<file path="src/rtl/vend_pkg.sv">
// Shared types and constants for the vending controller: FSM states,
// coin codes and the product price function.
package vend_pkg;

  typedef enum logic [1:0] {
    IDLE   = 2'd0,
    VEND   = 2'd1,
    CHANGE = 2'd2
  } state_t;

  localparam int unsigned COIN_W = 3;

  localparam logic [COIN_W-1:0] COIN_NONE = 3'd0;
  localparam logic [COIN_W-1:0] COIN_5    = 3'd1;
  localparam logic [COIN_W-1:0] COIN_10   = 3'd2;
  localparam logic [COIN_W-1:0] COIN_25   = 3'd3;
  localparam logic [COIN_W-1:0] COIN_100  = 3'd4;

  localparam int unsigned PRICE_STEP = 25;

  // Price in cents of product idx: 25, 50, 75, ...
  function automatic int unsigned price(input int unsigned idx);
    return PRICE_STEP * (idx + 1);
  endfunction

endpackage

</file>
<file path="src/rtl/vend_coin_decode.sv">
// Combinational coin decoder.
// Ports: coin (code in), value_c (cents out), invalid_c (code 5-7 out).
module vend_coin_decode
  import vend_pkg::*;
#(
  parameter int unsigned W = 8
) (
  input  logic [COIN_W-1:0] coin,
  output logic [W-1:0]      value_c,
  output logic              invalid_c
);

  always_comb begin
    value_c   = '0;
    invalid_c = 1'b0;
    case (coin)
      COIN_NONE: value_c = '0;
      COIN_5:    value_c = W'(5);
      COIN_10:   value_c = W'(10);
      COIN_25:   value_c = W'(25);
      COIN_100:  value_c = W'(100);
      default:   invalid_c = 1'b1;
    endcase
  end

endmodule

</file>
<file path="src/rtl/vending_controller.sv">
// Vending machine controller: accumulates coin credit, sells products,
// returns change or refunds on cancel.
// Ports: clk, reset_n (async active-low); coin_valid/coin, sel_valid/sel,
// cancel, restock in; credit, busy, dispense/dispense_id,
// change_valid/change, coin_reject, short_credit, sold_out out (registered).
// Optional macro VEND_STOCK_EN: per-product stock counters, sold_out and
// restock; without it sold_out stays 0 and restock is ignored.
module vending_controller
  import vend_pkg::*;
#(
  parameter int unsigned NUM_PRODUCTS = 4,
  parameter int unsigned CREDIT_W     = 8,
  parameter int unsigned MAX_CREDIT   = 200,
  parameter int unsigned STOCK_W      = 4
) (
  input  logic                            clk,
  input  logic                            reset_n,
  input  logic                            coin_valid,
  input  logic [2:0]                      coin,
  input  logic                            sel_valid,
  input  logic [$clog2(NUM_PRODUCTS)-1:0] sel,
  input  logic                            cancel,
  input  logic                            restock,
  output logic [CREDIT_W-1:0]             credit,
  output logic                            busy,
  output logic                            dispense,
  output logic [$clog2(NUM_PRODUCTS)-1:0] dispense_id,
  output logic                            change_valid,
  output logic [CREDIT_W-1:0]             change,
  output logic                            coin_reject,
  output logic                            short_credit,
  output logic                            sold_out
);

  localparam int unsigned SEL_W = $clog2(NUM_PRODUCTS);
  localparam int unsigned SUM_W = CREDIT_W + 1;

  state_t              state_q, state_d;
  logic [SEL_W-1:0]    sel_q, sel_d;
  logic [CREDIT_W-1:0] credit_d, change_d, coin_value;
  logic [SEL_W-1:0]    dispense_id_d;
  logic                busy_d, dispense_d, change_valid_d;
  logic                coin_reject_d, short_credit_d, sold_out_d;
  logic                coin_invalid, coin_present, sel_ok;
  logic [SUM_W-1:0]    coin_sum;

  vend_coin_decode #(.W(CREDIT_W)) u_coin_decode (
    .coin      (coin),
    .value_c   (coin_value),
    .invalid_c (coin_invalid)
  );

  // Code 0 is "no coin" even when coin_valid is high.
  assign coin_present = coin_valid && (coin != COIN_NONE);
  assign sel_ok       = 32'(sel) < NUM_PRODUCTS;
  assign coin_sum     = {1'b0, credit} + {1'b0, coin_value};

`ifdef VEND_STOCK_EN
  logic [STOCK_W-1:0] stock [NUM_PRODUCTS];
  logic               stock_dec, stock_load, stock_empty;

  assign stock_empty = (stock[sel] == '0);

  // Stock counters: full at reset, reload on restock, count down per sale.
  always_ff @(posedge clk or negedge reset_n) begin
    if (!reset_n) begin
      for (int i = 0; i < int'(NUM_PRODUCTS); i++) stock[i] <= '1;
    end else if (stock_load) begin
      stock[sel] <= '1;
    end else if (stock_dec) begin
      stock[sel] <= stock[sel] - STOCK_W'(1);
    end
  end
`else
  logic [32:0] unused_cfg;
  assign unused_cfg = {restock, 32'(STOCK_W)};
`endif

  // Next-state and next-output logic; priority cancel > restock > sel > coin.
  always_comb begin
    state_d        = state_q;
    sel_d          = sel_q;
    credit_d       = credit;
    dispense_d     = 1'b0;
    dispense_id_d  = '0;
    change_valid_d = 1'b0;
    change_d       = '0;
    coin_reject_d  = 1'b0;
    short_credit_d = 1'b0;
    sold_out_d     = 1'b0;
`ifdef VEND_STOCK_EN
    stock_dec      = 1'b0;
    stock_load     = 1'b0;
`endif
    case (state_q)
      IDLE: begin
        if (cancel && (credit != '0)) begin
          state_d        = CHANGE;
          change_valid_d = 1'b1;
          change_d       = credit;
          credit_d       = '0;
          coin_reject_d  = coin_present;
        end
`ifdef VEND_STOCK_EN
        else if (restock && sel_ok) begin
          stock_load    = 1'b1;
          coin_reject_d = coin_present;
        end
`endif
        else if (sel_valid && sel_ok) begin
          // A selection consumes the cycle, so a same-cycle coin bounces.
          coin_reject_d = coin_present;
`ifdef VEND_STOCK_EN
          if (stock_empty) sold_out_d = 1'b1;
          else
`endif
          if (32'(credit) < price(32'(sel))) begin
            short_credit_d = 1'b1;
          end else begin
            state_d       = VEND;
            sel_d         = sel;
            dispense_d    = 1'b1;
            dispense_id_d = sel;
`ifdef VEND_STOCK_EN
            stock_dec     = 1'b1;
`endif
          end
        end else if (coin_present) begin
          if (coin_invalid || (coin_sum > SUM_W'(MAX_CREDIT))) coin_reject_d = 1'b1;
          else credit_d = coin_sum[CREDIT_W-1:0];
        end
      end
      VEND: begin
        state_d        = CHANGE;
        change_valid_d = 1'b1;
        change_d       = credit - CREDIT_W'(price(32'(sel_q)));
        credit_d       = '0;
        coin_reject_d  = coin_present;
      end
      CHANGE: begin
        state_d       = IDLE;
        coin_reject_d = coin_present;
      end
      default: state_d = IDLE;
    endcase
    busy_d = (state_d != IDLE);
  end

  // State and registered outputs.
  always_ff @(posedge clk or negedge reset_n) begin
    if (!reset_n) begin
      state_q      <= IDLE;
      sel_q        <= '0;
      credit       <= '0;
      busy         <= 1'b0;
      dispense     <= 1'b0;
      dispense_id  <= '0;
      change_valid <= 1'b0;
      change       <= '0;
      coin_reject  <= 1'b0;
      short_credit <= 1'b0;
      sold_out     <= 1'b0;
    end else begin
      state_q      <= state_d;
      sel_q        <= sel_d;
      credit       <= credit_d;
      busy         <= busy_d;
      dispense     <= dispense_d;
      dispense_id  <= dispense_id_d;
      change_valid <= change_valid_d;
      change       <= change_d;
      coin_reject  <= coin_reject_d;
      short_credit <= short_credit_d;
      sold_out     <= sold_out_d;
    end
  end

endmodule

</file>
<file path="config.mk">
export PLATFORM = sky130hd
export DESIGN_NAME = vending_controller
export DESIGN_NICKNAME = d
export VERILOG_FILES = /design/src/rtl/vend_pkg.sv /design/src/rtl/vend_coin_decode.sv /design/src/rtl/vending_controller.sv
export SDC_FILE = /design/constraint.sdc
export NUM_CORES = 1
export LEC_CHECK = 0
export BUFFER_PORTS_ARGS = -buffer_cell sky130_fd_sc_hd__buf_2
export CAP_MARGIN = 20
export CORE_ASPECT_RATIO = 0.5
export CORE_MARGIN = 4
export CORE_UTILIZATION = 30
export DETAILED_ROUTE_END_ITERATION = 6
export PLACE_DENSITY = 0.52
export SLEW_MARGIN = 10
export SYNTH_ARGS = -nofsm -noshare
export SYNTH_HDL_FRONTEND = slang
export SYNTH_SLANG_ARGS = --single-unit
</file>
<file path="constraint.sdc">
create_clock -name clk -period 3.2 [get_ports clk]
set_clock_uncertainty 0.1 [all_clocks]
set_input_delay 0.64 -clock clk [delete_from_list [all_inputs] [get_ports clk]]
set_output_delay 0.64 -clock clk [all_outputs]
set_load 0.02 [all_outputs]
</file>
Yosys cells after proc, flatten, opt, wreduce, memory -nomap -nowiden
Index checks and enable logic that the tools add are counted.

Register bits: 27. Input port bits: 11. Output and inout port bits: 24. Logic and storage cells: 74.

$add $sub $neg: 4. $mul: 2. Order comparisons: 2. Equal/unequal tests: 9. Multiplexer cells: 32. Bitwise logic cells: 2. Reductions and logical operators: 13.

Operators with widths (number): two-way mux 8 bit (5); one-hot mux 8 bit (2 select lines) (2); one-hot mux 7 bit (4 select lines) (1); multiplier 5 x 3 -> 8 bit, first input constant (2); two-way mux 1 bit (14); two-way mux 2 bit (7); adder 8 x 8 -> 9 bit (1); > comparator 9 x 8 -> 1 bit, second input constant (1); inequality test 3 bit, second input constant (3); less-than comparator 8 bit (1); AND reduction 4 bit (2); nonzero test 8 bit (1); subtractor 8 bit (1); adder 2 x 1 -> 3 bit, second input constant (2); == test 3 x 2 -> 1 bit, second input constant (2); OR reduction 5 bit (1); one-hot mux 1 bit (2 select lines) (2); one-hot mux 2 bit (2 select lines) (1); nonzero test 2 bit (2); == test 3 x 1 -> 1 bit, second input constant (1); == test 3 bit, second input constant (1); logical NOT 3 bit (1); nonzero test 3 bit (1); == test 2 x 1 -> 1 bit, second input constant (1); 6 further kinds (8).

Depth between registers and ports, before layout
Gate-level depths: netlist of run 1.

Depth after elaboration: 10. Gate-level depth with buffers: 11. Mapped depth without buffers: 11.

Cells and area by module
Synthesis of run 1 repeated with hierarchy kept, for this count alone.

Cell total of the unflattened synthesis: 229. Area total of the unflattened synthesis: 2264.7 µm².

Modules (own cells, without submodules): vending_controller (times used 1, cells each 218, area an instance 2187.1 µm², seq. area each 675.6 µm²); vend_coin_decode (times used 1, cells each 11, area an instance 77.6 µm², seq. area each 0.0 µm²).

Least setup slack after synthesis of run 1
OpenSTA, ideal clock, no wires.

Kind: input-to-reg. Start: input coin[0]. End: register credit[2]. Data arrival time: 2.941 ns. Required time: 2.979 ns. Slack: 0.038 ns. Stages on the path: 10. Path buffers: 0. Cells stage by stage: or2_2 -> nor2_1 -> ha_1 -> nand3_1 -> or3_1 -> a41o_1 -> o22ai_2 -> o22ai_2 -> o41a_1 -> a22o_2.

Longest elaborated chain between the ends: 8. Elaborated cells on any way between the ends: 21. Those cells by class: 1 x add/sub; 1 x order compare; 6 x eq/ne; 7 x mux; 6 x reduce/logical.

RTL lines: from (decl) (RTL line vending_controller.sv:19) `input logic [2:0] coin,`; branches (longest 8 deep; another with adder 8 x 8 -> 9 bit); to (signal assigned) (RTL line vending_controller.sv:166) `credit <= credit_d;`; to (decl) (RTL line vending_controller.sv:24) `output logic [CREDIT_W-1:0] credit,`.

Parallel ways; which one is timed is not known. The select of a mux whose other input is x is not followed. A chain may end at the register's enable or synchronous reset.

Final worst setup path of run 1
Start: input coin[2]. End: register credit[0].

The elaborated chain is that of the path after synthesis.

==> results of run 1 <==
==> placed cells by master (no fill, tap or decap), drive strengths merged, types with 3 or more instances in the layout <==
cell type,count
a21oi,12
a22o,7
a32o,3
and2,3
buf,72
clkbuf,3
dfrtp,27
ha,34
inv,26
nand2,12
nand2b,7
nand3,4
nor2,16
nor2b,4
nor3,5
nor4,4
o21a,4
o21ai,8
o21bai,4
or2,4
xnor2,11
==> layout make-up <==
type | count | area share
multi-input cells | 180 | 0.519
well taps | 92 | 0.0387
flip-flops and latches | 27 | 0.227
clock buffers | 3 | 0.0253
inverters | 26 | 0.0328
repair buffers | 72 | 0.155
clock inverters | 1 | 0.00168
==> what timing repair did <==
item,in CTS,in global routing
setup buffers,1,1
pin swaps,3,9
resized for setup,3,19
endpoints found under the hold margin,0,0
setup endpoints to repair,7,9
gates cloned,0,0
==> kinds of logic after synthesis <==
group,count (synthesis)
adder cells (fa/ha/maj),36
AO/OA/AOI/OAI,60
AND/OR/NAND/NOR,68
flip-flops,27
XOR/XNOR,13
other,1
buffers and inverters,30
multiplexers,2
==> report_power, final <==
group / total [mW] / internal [mW] / switching [mW] / leakage [nW]
Clock: 0.290 / 0.169 / 0.121 / 0.0409
Combinational: 1.98 / 0.914 / 1.06 / 1.09
Sequential: 0.538 / 0.451 / 0.0876 / 0.364
Total: 2.80 / 1.53 / 1.27 / 1.50
==> per-layer routing <==
metal | GRT usage | vias up
li1 | - | 988
met1 | 0.172 | 963
met2 | 0.245 | 30
met3 | 0.0177 | 4
met4 | 0.0311 | 0
met5 | 0 | -
==> final timing paths <==
kind	cells after the start	slack, ns	from	end
min in group clk	1	0.47	state_q[1]$_DFF_PN0_	state_q[1]$_DFF_PN0_
max in group asynchronous	1	2.32	reset_n	busy$_DFF_PN0_
min	1	0.28	reset_n	credit[2]$_DFFE_PN0P_
max	14	0.10	coin[2]	credit[0]$_DFFE_PN0P_
max reg2reg	11	0.43	credit[0]$_DFFE_PN0P_	credit[0]$_DFFE_PN0P_
min reg2reg	1	0.47	state_q[1]$_DFF_PN0_	state_q[1]$_DFF_PN0_
==> state kept, by name, summed over array words and instances, names as in the netlist <==
register	flops
busy	1
change	8
change_valid	1
coin_reject	1
credit	8
dispense	1
dispense_id	2
sel_q	2
short_credit	1
state_q	2
==> through the flow <==
step / util / setup TNS [ns]
3_3_place_gp: 0.397 / -2.18
3_5_place_dp: 0.397 / -2.52
6_report: 0.429 / 0
5_1_grt: 0.429 / -0.108
2_1_floorplan: - / 0
4_1_cts: 0.412 / 0
==> critical path: stages <==
cell and delay (ns):
buf_2 0.11, buf_4 0.15, nor2b_1 0.13, ha_2 0.24, fa_2 0.25, buf_4 0.12, nand3_1 0.07, a21oi_1 0.23
o32ai_2 0.14, o22ai_4 0.22, buf_4 0.15, nor3_4 0.04, o41a_1 0.40, a22o_2 0.24
==> flow_summary.yaml, run 1 <==
logic_synthesis:
  synth-edff-count: 0
  synth_top_family_by_area: "compound AO/OA/AOI/OAI gates"
  synth_area_leader_cell: "dfrtp_1"
  seq_area_frac_synth: 0.304
  synthFlopType: "dfrtp_1"
  synthSimpleGateAreaFrac: 0.158
  syn_nets: 284
  synthArstFlopShare: 1.00
  netlist.area_leader.share: 0.304
  synth_warnings: 0
  synth.distinct_cells: 52
  syn_area_per_cell_sq_um: 9.37
  synthCells: 237
  ys_top_cells_by_area: "dfrtp_1 30%, ha_1 19%, inv_1 4.4%"
  synthXorXnorAreaFrac: 0.0513
  yosysMostFrequentCell: "ha_1"
  ys_ff_latch: 27
  synth_commonest_cells: "34 x ha_1, 27 x dfrtp_1, 26 x inv_1"
  synth_mux_area_frac: 0.00958
  synth_compound_area_frac: 0.210
  syn_area_sq_mm: 0.00222
  synthAdderAreaFrac: 0.210
clock_tree:
  htreeDepth: 1
  cts.reportedPaths.clkPinSlew_ns: 0.07
  cts.path.max_buffers: 2
  worstSkewPairLatency_ns: 0.26
  root_buffer: "clkbuf_16"
  clock_sinks: 27
  ctsHoldBuffers: 0
  cts_tree: "built"
  numCtsBuffers: 3
die:
  placementRows: 21
  dieWidth_um: 130
  initial_core_util: 0.320
  core_sq_mm: 0.00694
  dieArea_sq_mm: 0.00892
  pin_count: 35
  die_h_um: 68.8
finish:
  design_area_sq_mm: 0.00297
  fin_nets: 357
  fin_cells: 401
  fill_cells: 688
  syn_to_final_growth_pct: 33.9
  drive_gt1_frac: 0.350
  multi_input_area_sq_mm: 0.00154
  ff_latch_area_sq_um: 676
  antenna_cells: 0
drt:
  viasPerCell: 4.95
  dr.pass1.iters: 4
  wl_mm: 5.73
  dr_wl_met3_um: 164
  ant_nets: 0
  vias: 1985
  drt_iter0_markers: 105
  wl_met1_mm: 2.71
  wl_met2_mm: 2.81
  topRoutingLayerUsed: "met4"
  routedWlPerCell_um: 14.3
  drcViolationCount: 0
placement:
  place_congestion: 0.781
  io_buffers: 32
  place_ws_ns: -0.328
  postPlaceCellArea_sq_mm: 0.00275
  post-dp-hpwl_mm: 4.62
  dp.cells: 395
global_routing:
  grt_max_degree: 28
  track_usage: 0.134
  grt_pass1_wl_mm: 9.51
  antenna_found_initial: 0
  grt_pass1_vias: 1986
  grt_overflow_total: 0
critical_path:
  start_kind: "primary input"
  crit_arrival_ns: 3.15
  cp_max_fo: 6
  crit_type: "primary input to flop"
  cp-end-kind: "flop"
  required_ns: 3.26
timing:
  fmax_mhz: 323
  layout_setup_ws_ns: 0.105
  layout_worst_path_cycle_share: 0.967
  hold_viol: 0
  fin_crit_ns: 3.10
  slew_headroom: 0.598
  tightest_slew_ns: 0.603
  finalSetupViolCount: 0
  slew_viol_final: 0
  hold_ws_ns: 0.277
outcome:
  status: "finished clean"
run:
  max_cap_viol_count: 0
power_and_ir_drop:
  ir_drop_mv: 0.359
  power.density_mw_per_mm2: 943
  p_leak_nw: 1.50
  power_mw: 2.80
hold_path:
  min_path_type: "primary input to asynchronous set/reset pin"
(Power assumes the default switching activity.)
==> run 2: changes to the inputs <==
SYNTH_HIERARCHICAL = 1   (was default)
==> run 2 against run 1 <==
Critical endpoint is now credit[4]$_DFFE_PN0P_. Critical path depth is 3 lower. Non-clock buffer count is 33 lower. Design area is 11% lower. Hold slack better by 0.012 ns. Combinational power is 6% higher. Sequential share of layout area is 2.8 points higher. Cell count is 10% lower.
==> flow_summary.yaml, run 2 <==
outcome:
  status: "finished clean"
placement:
  postPlaceCellArea_sq_mm: 0.00256
  place_congestion: 0.837
  post-dp-hpwl_mm: 3.98
  io_buffers: 32
drt:
  drt_iter0_markers: 61
  viasPerCell: 4.76
  dr_wl_met3_um: 104
  routedWlPerCell_um: 13.9
  topRoutingLayerUsed: "met4"
  drcViolationCount: 0
  wl_met2_mm: 2.40
  wl_met1_mm: 2.46
  wl_mm: 5.01
  ant_nets: 0
  dr.pass1.iters: 4
  vias: 1719
timing:
  tns_ns: 0
  tightest_slew_ns: 0.637
  slew_headroom: 0.563
  layout_worst_path_cycle_share: 0.902
  fmax_mhz: 346
  hold_viol: 0
  fin_crit_ns: 2.89
  rsz0062_at_grt: "no"
  hold_ws_ns: 0.289
  slew_viol_final: 0
  finalSetupViolCount: 0
logic_synthesis:
  synth_compound_area_frac: 0.195
  synth.distinct_cells: 53
  synth_warnings: 6
  synthSimpleGateAreaFrac: 0.141
  syn_nets: 274
  synthAdderAreaFrac: 0.194
  synthFlopType: "dfrtp_1"
  syn_area_per_cell_sq_um: 9.89
  synth_mux_area_frac: 0.0514
  synth_commonest_cells: "32 x ha_1, 27 x dfrtp_1, 25 x nand2_1"
  synthCells: 229
  netlist.area_leader.share: 0.298
  yosysMostFrequentCell: "ha_1"
  syn_area_sq_mm: 0.00226
  ys_top_cells_by_area: "dfrtp_1 30%, ha_1 18%, xnor2_1 4.3%"
  synthXorXnorAreaFrac: 0.0657
  synth-edff-count: 0
  synth_top_family_by_area: "compound AO/OA/AOI/OAI gates"
  synth_area_leader_cell: "dfrtp_1"
  seq_area_frac_synth: 0.298
  synthArstFlopShare: 1.00
  ys_ff_latch: 27
hold_path:
  min_path_type: "primary input to asynchronous set/reset pin"
global_routing:
  grt_overflow_total: 0
  grt_max_degree: 28
  track_usage: 0.116
  antenna_found_initial: 0
  grt_pass1_wl_mm: 8.63
  grt_pass1_vias: 1725
critical_path:
  start_kind: "primary input"
  r2r_start: "sel_q[0]$_DFFE_PN0P_"
  crit_arrival_ns: 2.97
  required_ns: 3.29
  cp-end-kind: "flop"
  rrSetupSlack_ns: 0.57
  crit_type: "primary input to flop"
  r2r-end: "change[7]$_DFF_PN0_"
  reg2regPathDepth: 10
  cp_max_fo: 8
die:
  initial_core_util: 0.309
  core_sq_mm: 0.00732
  dieWidth_um: 131
  die_h_um: 69.4
  pin_count: 35
  dieArea_sq_mm: 0.00909
  placementRows: 22
finish:
  multi_input_area_sq_mm: 0.00148
  design_area_sq_mm: 0.00264
  ff_latch_area_sq_um: 676
  drive_gt1_frac: 0.223
  fin_nets: 311
  mostFrequentLayoutCells: "32 x ha_1, 32 x buf_2, 27 x dfrtp_1"
  final_util: 0.361
  antenna_cells: 0
  syn_to_final_growth_pct: 16.7
  fill_cells: 740
  largestRegisters: "change x8, credit x8"
clock_tree:
  numCtsBuffers: 3
  cts.reportedPaths.clkPinSlew_ns: 0.07
  worstSkewPairLatency_ns: 0.26
  clock_sinks: 27
  ctsHoldBuffers: 0
  cts_tree: "built"
  cts_resized: 0
  post_cts_buffers: 0
  root_buffer: "clkbuf_16"
  htreeDepth: 1
  cts.path.max_buffers: 2
power_and_ir_drop:
  power.density_mw_per_mm2: 1120
  ir_drop_mv: 0.342
  power_mw: 2.97
  p_leak_nw: 1.39
run:
  max_cap_viol_count: 0
run 2: worst max path at each step:
stage             from                    end  slack (ns)  cells after the start
2_1_floorplan  coin[2]  credit[0]$_DFFE_PN0P_        0.30                      9
3_3_place_gp   coin[2]  credit[1]$_DFFE_PN0P_        0.06                     11
3_5_place_dp   coin[2]  credit[4]$_DFFE_PN0P_        0.05                     11
4_1_cts        coin[2]  credit[4]$_DFFE_PN0P_        0.30                     11
5_1_grt        coin[0]  credit[3]$_DFFE_PN0P_        0.11                     11
6_report       coin[2]  credit[4]$_DFFE_PN0P_        0.31                     11
run 2: cell type report:
cell class / instances / area share
clock buffers: 3 / 0.0284
clock inverters: 1 / 0.00189
inverters: 18 / 0.0256
multi-input cells: 177 / 0.558
flip-flops and latches: 27 / 0.256
well taps: 96 / 0.0454
repair buffers: 39 / 0.0852
run 2: critical path, cell delays in order:
cell and delay (ns):
buf_2 0.12, and2b_2 0.23, ha_1 0.21, fa_1 0.41
a21o_1 0.20, a221oi_2 0.32, xnor2_1 0.20, o31ai_2 0.14
o21ai_4 0.16, buf_12 0.15, mux2i_1 0.19
run 2: report_power, final:
group / switching [mW] / internal, mW / total, mW
clock: 0.118 / 0.169 / 0.287
sequential: 0.125 / 0.456 / 0.581
combinational: 1.18 / 0.925 / 2.10
run 2: metrics by stage:
stage / setup slack (ns) / std cells
after global placement: 0.0623 / 357
after detailed placement: 0.0465 / 357
final: 0.314 / 361
after global routing: 0.115 / 361
after CTS: 0.303 / 361
after floorplan: 0.298 / 229
run 2: logic make-up (layout without fill, tap and decap cells):
group / count (synthesis) / in the layout
simple gates: 64 / 64
compound gates: 49 / 49
fa+ha+maj: 34 / 34
flops: 27 / 27
buf+inv: 25 / 61
xor+xnor: 17 / 17
mux: 11 / 11
other cells: 2 / 2
run 2: layer usage:
layer / global-route usage / vias to the layer above
met5: 0 / -
met4: 0.0262 / 0
met3: 0.0162 / 4
met2: 0.194 / 18
met1: 0.159 / 829
li1: - / 868
==> run 3: changes to the inputs <==
==> constraint.sdc (replaced) <==
create_clock -name clk -period 3.2 [get_ports clk]
set_clock_uncertainty 0.1 [all_clocks]
set_input_delay 0.16 -clock clk [delete_from_list [all_inputs] [get_ports clk]]
set_output_delay 0.16 -clock clk [all_outputs]
set_load 0.02 [all_outputs]
==> run 3 against run 2 <==
Count of clock-buffer cells in the layout stayed put. Cell count down 1.1%. Design area shrank 1.4%. Core utilization decreased by 0.51 points. Total power is 0.31% lower. Hold slack lost 0.23 ns. Sequential power rose by 2%. First-iteration DRC count rose by 1.6%. Global-route usage down 0.057 points. Sequential cell count unchanged. Non-clock buffer count down 4. Worst setup slack improved by 0.15 ns.
==> flow_summary.yaml, run 3 (synthesis results as in run 2) <==
power_and_ir_drop:
  switchingPower_mw: 1.43
  p_int_mw: 1.53
  clockPowerShare: 0.101
  netSwitchingFraction: 0.484
  p_leak_nw: 1.36
  ir_drop_mv: 0.331
  seqPwrFrac: 0.200
  power.density_mw_per_mm2: 1140
  p_comb_frac: 0.699
timing:
  layout_worst_path_cycle_share: 0.854
  slew_viol_final: 0
  hold_ws_ns: 0.0623
  finalSetupViolCount: 0
  fin_crit_ns: 2.73
  slew_headroom: 0.557
  rsz0062_at_grt: "no"
  fmax_mhz: 366
  tns_ns: 0
  hold_viol: 0
  tightest_slew_ns: 0.663
critical_path:
  r2r_start: "credit[0]$_DFFE_PN0P_"
  start_kind: "flop"
  crit_slowest_cell: "fa_1"
  required_ns: 3.29
  cp-end-kind: "flop"
  r2r-end: "credit[1]$_DFFE_PN0P_"
  crit_arrival_ns: 2.82
  crit_type: "flop to flop"
  cp_max_fo: 8
  rrSetupSlack_ns: 0.47
  cp_cell_sequence: "ha_1 > fa_1 > a21o_1 > a221oi_2 > xnor2_1 > o31ai_2 > o21ai_4 > mux2i_1"
  path_buf_inv: 0
  crit_family: "compound AO/OA/AOI/OAI gates"
  reg2regPathDepth: 8
  critical-path-max-stage-delay_ns: 0.41
finish:
  final_util: 0.356
  fill_cells: 759
  fin_cells: 357
  mostFrequentLayoutCells: "32 x ha_1, 32 x buf_2, 27 x dfrtp_1"
  syn_to_final_growth_pct: 15.1
  fin_nets: 307
  drive_gt1_frac: 0.207
  largestRegisters: "change x8, credit x8"
  design_area_sq_mm: 0.00261
  antenna_cells: 0
clock_tree:
  cts_resized: 0
  worstSkewPairLatency_ns: 0.27
  cts.reportedPaths.clkPinSlew_ns: 0.07
  cts.path.max_buffers: 2
  numCtsBuffers: 3
  cts_tree: "built"
  root_buffer: "clkbuf_16"
  clock_sinks: 27
  htreeDepth: 1
die:
  initial_core_util: 0.309
  dieArea_sq_mm: 0.00909
  pin_count: 35
  placementRows: 22
  die_h_um: 69.4
  core_sq_mm: 0.00732
  dieWidth_um: 131
global_routing:
  grt_pass1_vias: 1750
  track_usage: 0.116
  grt_overflow_total: 0
  grt_max_degree: 28
  antenna_found_initial: 0
  grt_pass1_wl_mm: 8.56
placement:
  place_congestion: 0.822
  io_buffers: 32
  postPlaceCellArea_sq_mm: 0.00251
  dp.cells: 352
  post-dp-hpwl_mm: 3.91
hold_path:
  min_path_type: "primary input to flop"
  hp-start: "sel[1]"
  holdPathStages: 2
  holdPathEnd: "dispense_id[1]$_DFF_PN0_"
drt:
  viasPerCell: 4.80
  dr.pass1.iters: 4
  drcViolationCount: 0
  wl_mm: 4.99
  drt_iter0_markers: 62
  routedWlPerCell_um: 14.0
  ant_nets: 0
  vias: 1715
outcome:
  status: "finished clean"
run:
  max_cap_viol_count: 0
-- run 3: layout make-up --
class | instances | area [sq um] | area share
clock buffer | 3 | 75.1 | 0.0288
clock inverter | 1 | 7.51 | 0.00288
inverter | 18 | 67.6 | 0.0259
multi-input combinational | 177 | 1480 | 0.566
sequential | 27 | 676 | 0.259
tap | 96 | 120 | 0.0461
timing repair buffer | 35 | 185 | 0.0711
-- run 3: timing repair --
item / in CTS / in global routing
hold buffers: 1 / 0
setup buffers: 0 / 0
endpoints found under the setup margin: 0 / 0
endpoints found under the hold margin: 27 / 0
-- run 3: worst max path at each step --
| stage | from | to | slack (ns) | cells after the start |
|---|---|---|---|---|
| 2_1_floorplan | credit[0]$_DFFE_PN0P_ | credit[0]$_DFFE_PN0P_ | 0.56 | 8 |
| 6_report | credit[0]$_DFFE_PN0P_ | credit[1]$_DFFE_PN0P_ | 0.47 | 8 |
| 3_3_place_gp | coin[2] | credit[5]$_DFFE_PN0P_ | 0.43 | 10 |
| 4_1_cts | credit[0]$_DFFE_PN0P_ | credit[1]$_DFFE_PN0P_ | 0.47 | 8 |
| 5_1_grt | credit[0]$_DFFE_PN0P_ | credit[3]$_DFFE_PN0P_ | 0.31 | 8 |
| 3_5_place_dp | coin[2] | credit[1]$_DFFE_PN0P_ | 0.34 | 10 |
-- run 3: through the flow --
step | total power, mW | worst slack, ns
floorplan | 2.25 | 0.564
global placement | 2.65 | 0.430
detailed placement | 2.68 | 0.344
CTS | 3.00 | 0.466
global route | 3.26 | 0.312
finish | 2.96 | 0.466
-- run 3: routing by layer --
layer,vias to the layer above,GRT usage,routed length [um]
li1,857,-,-
met1,831,0.152,2360
met2,20,0.193,2400
met3,7,0.0192,138
met4,0,0.0365,92
met5,-,0,0
-- run 3: power by group through the flow --
stage,combinational [mW],clock [mW],sequential [mW]
after floorplan,1.57,0,0.675
after global placement,2.05,0,0.598
after detailed placement,2.08,0,0.602
after CTS,2.10,0.309,0.594
after global routing,2.33,0.318,0.613
final,2.07,0.299,0.592
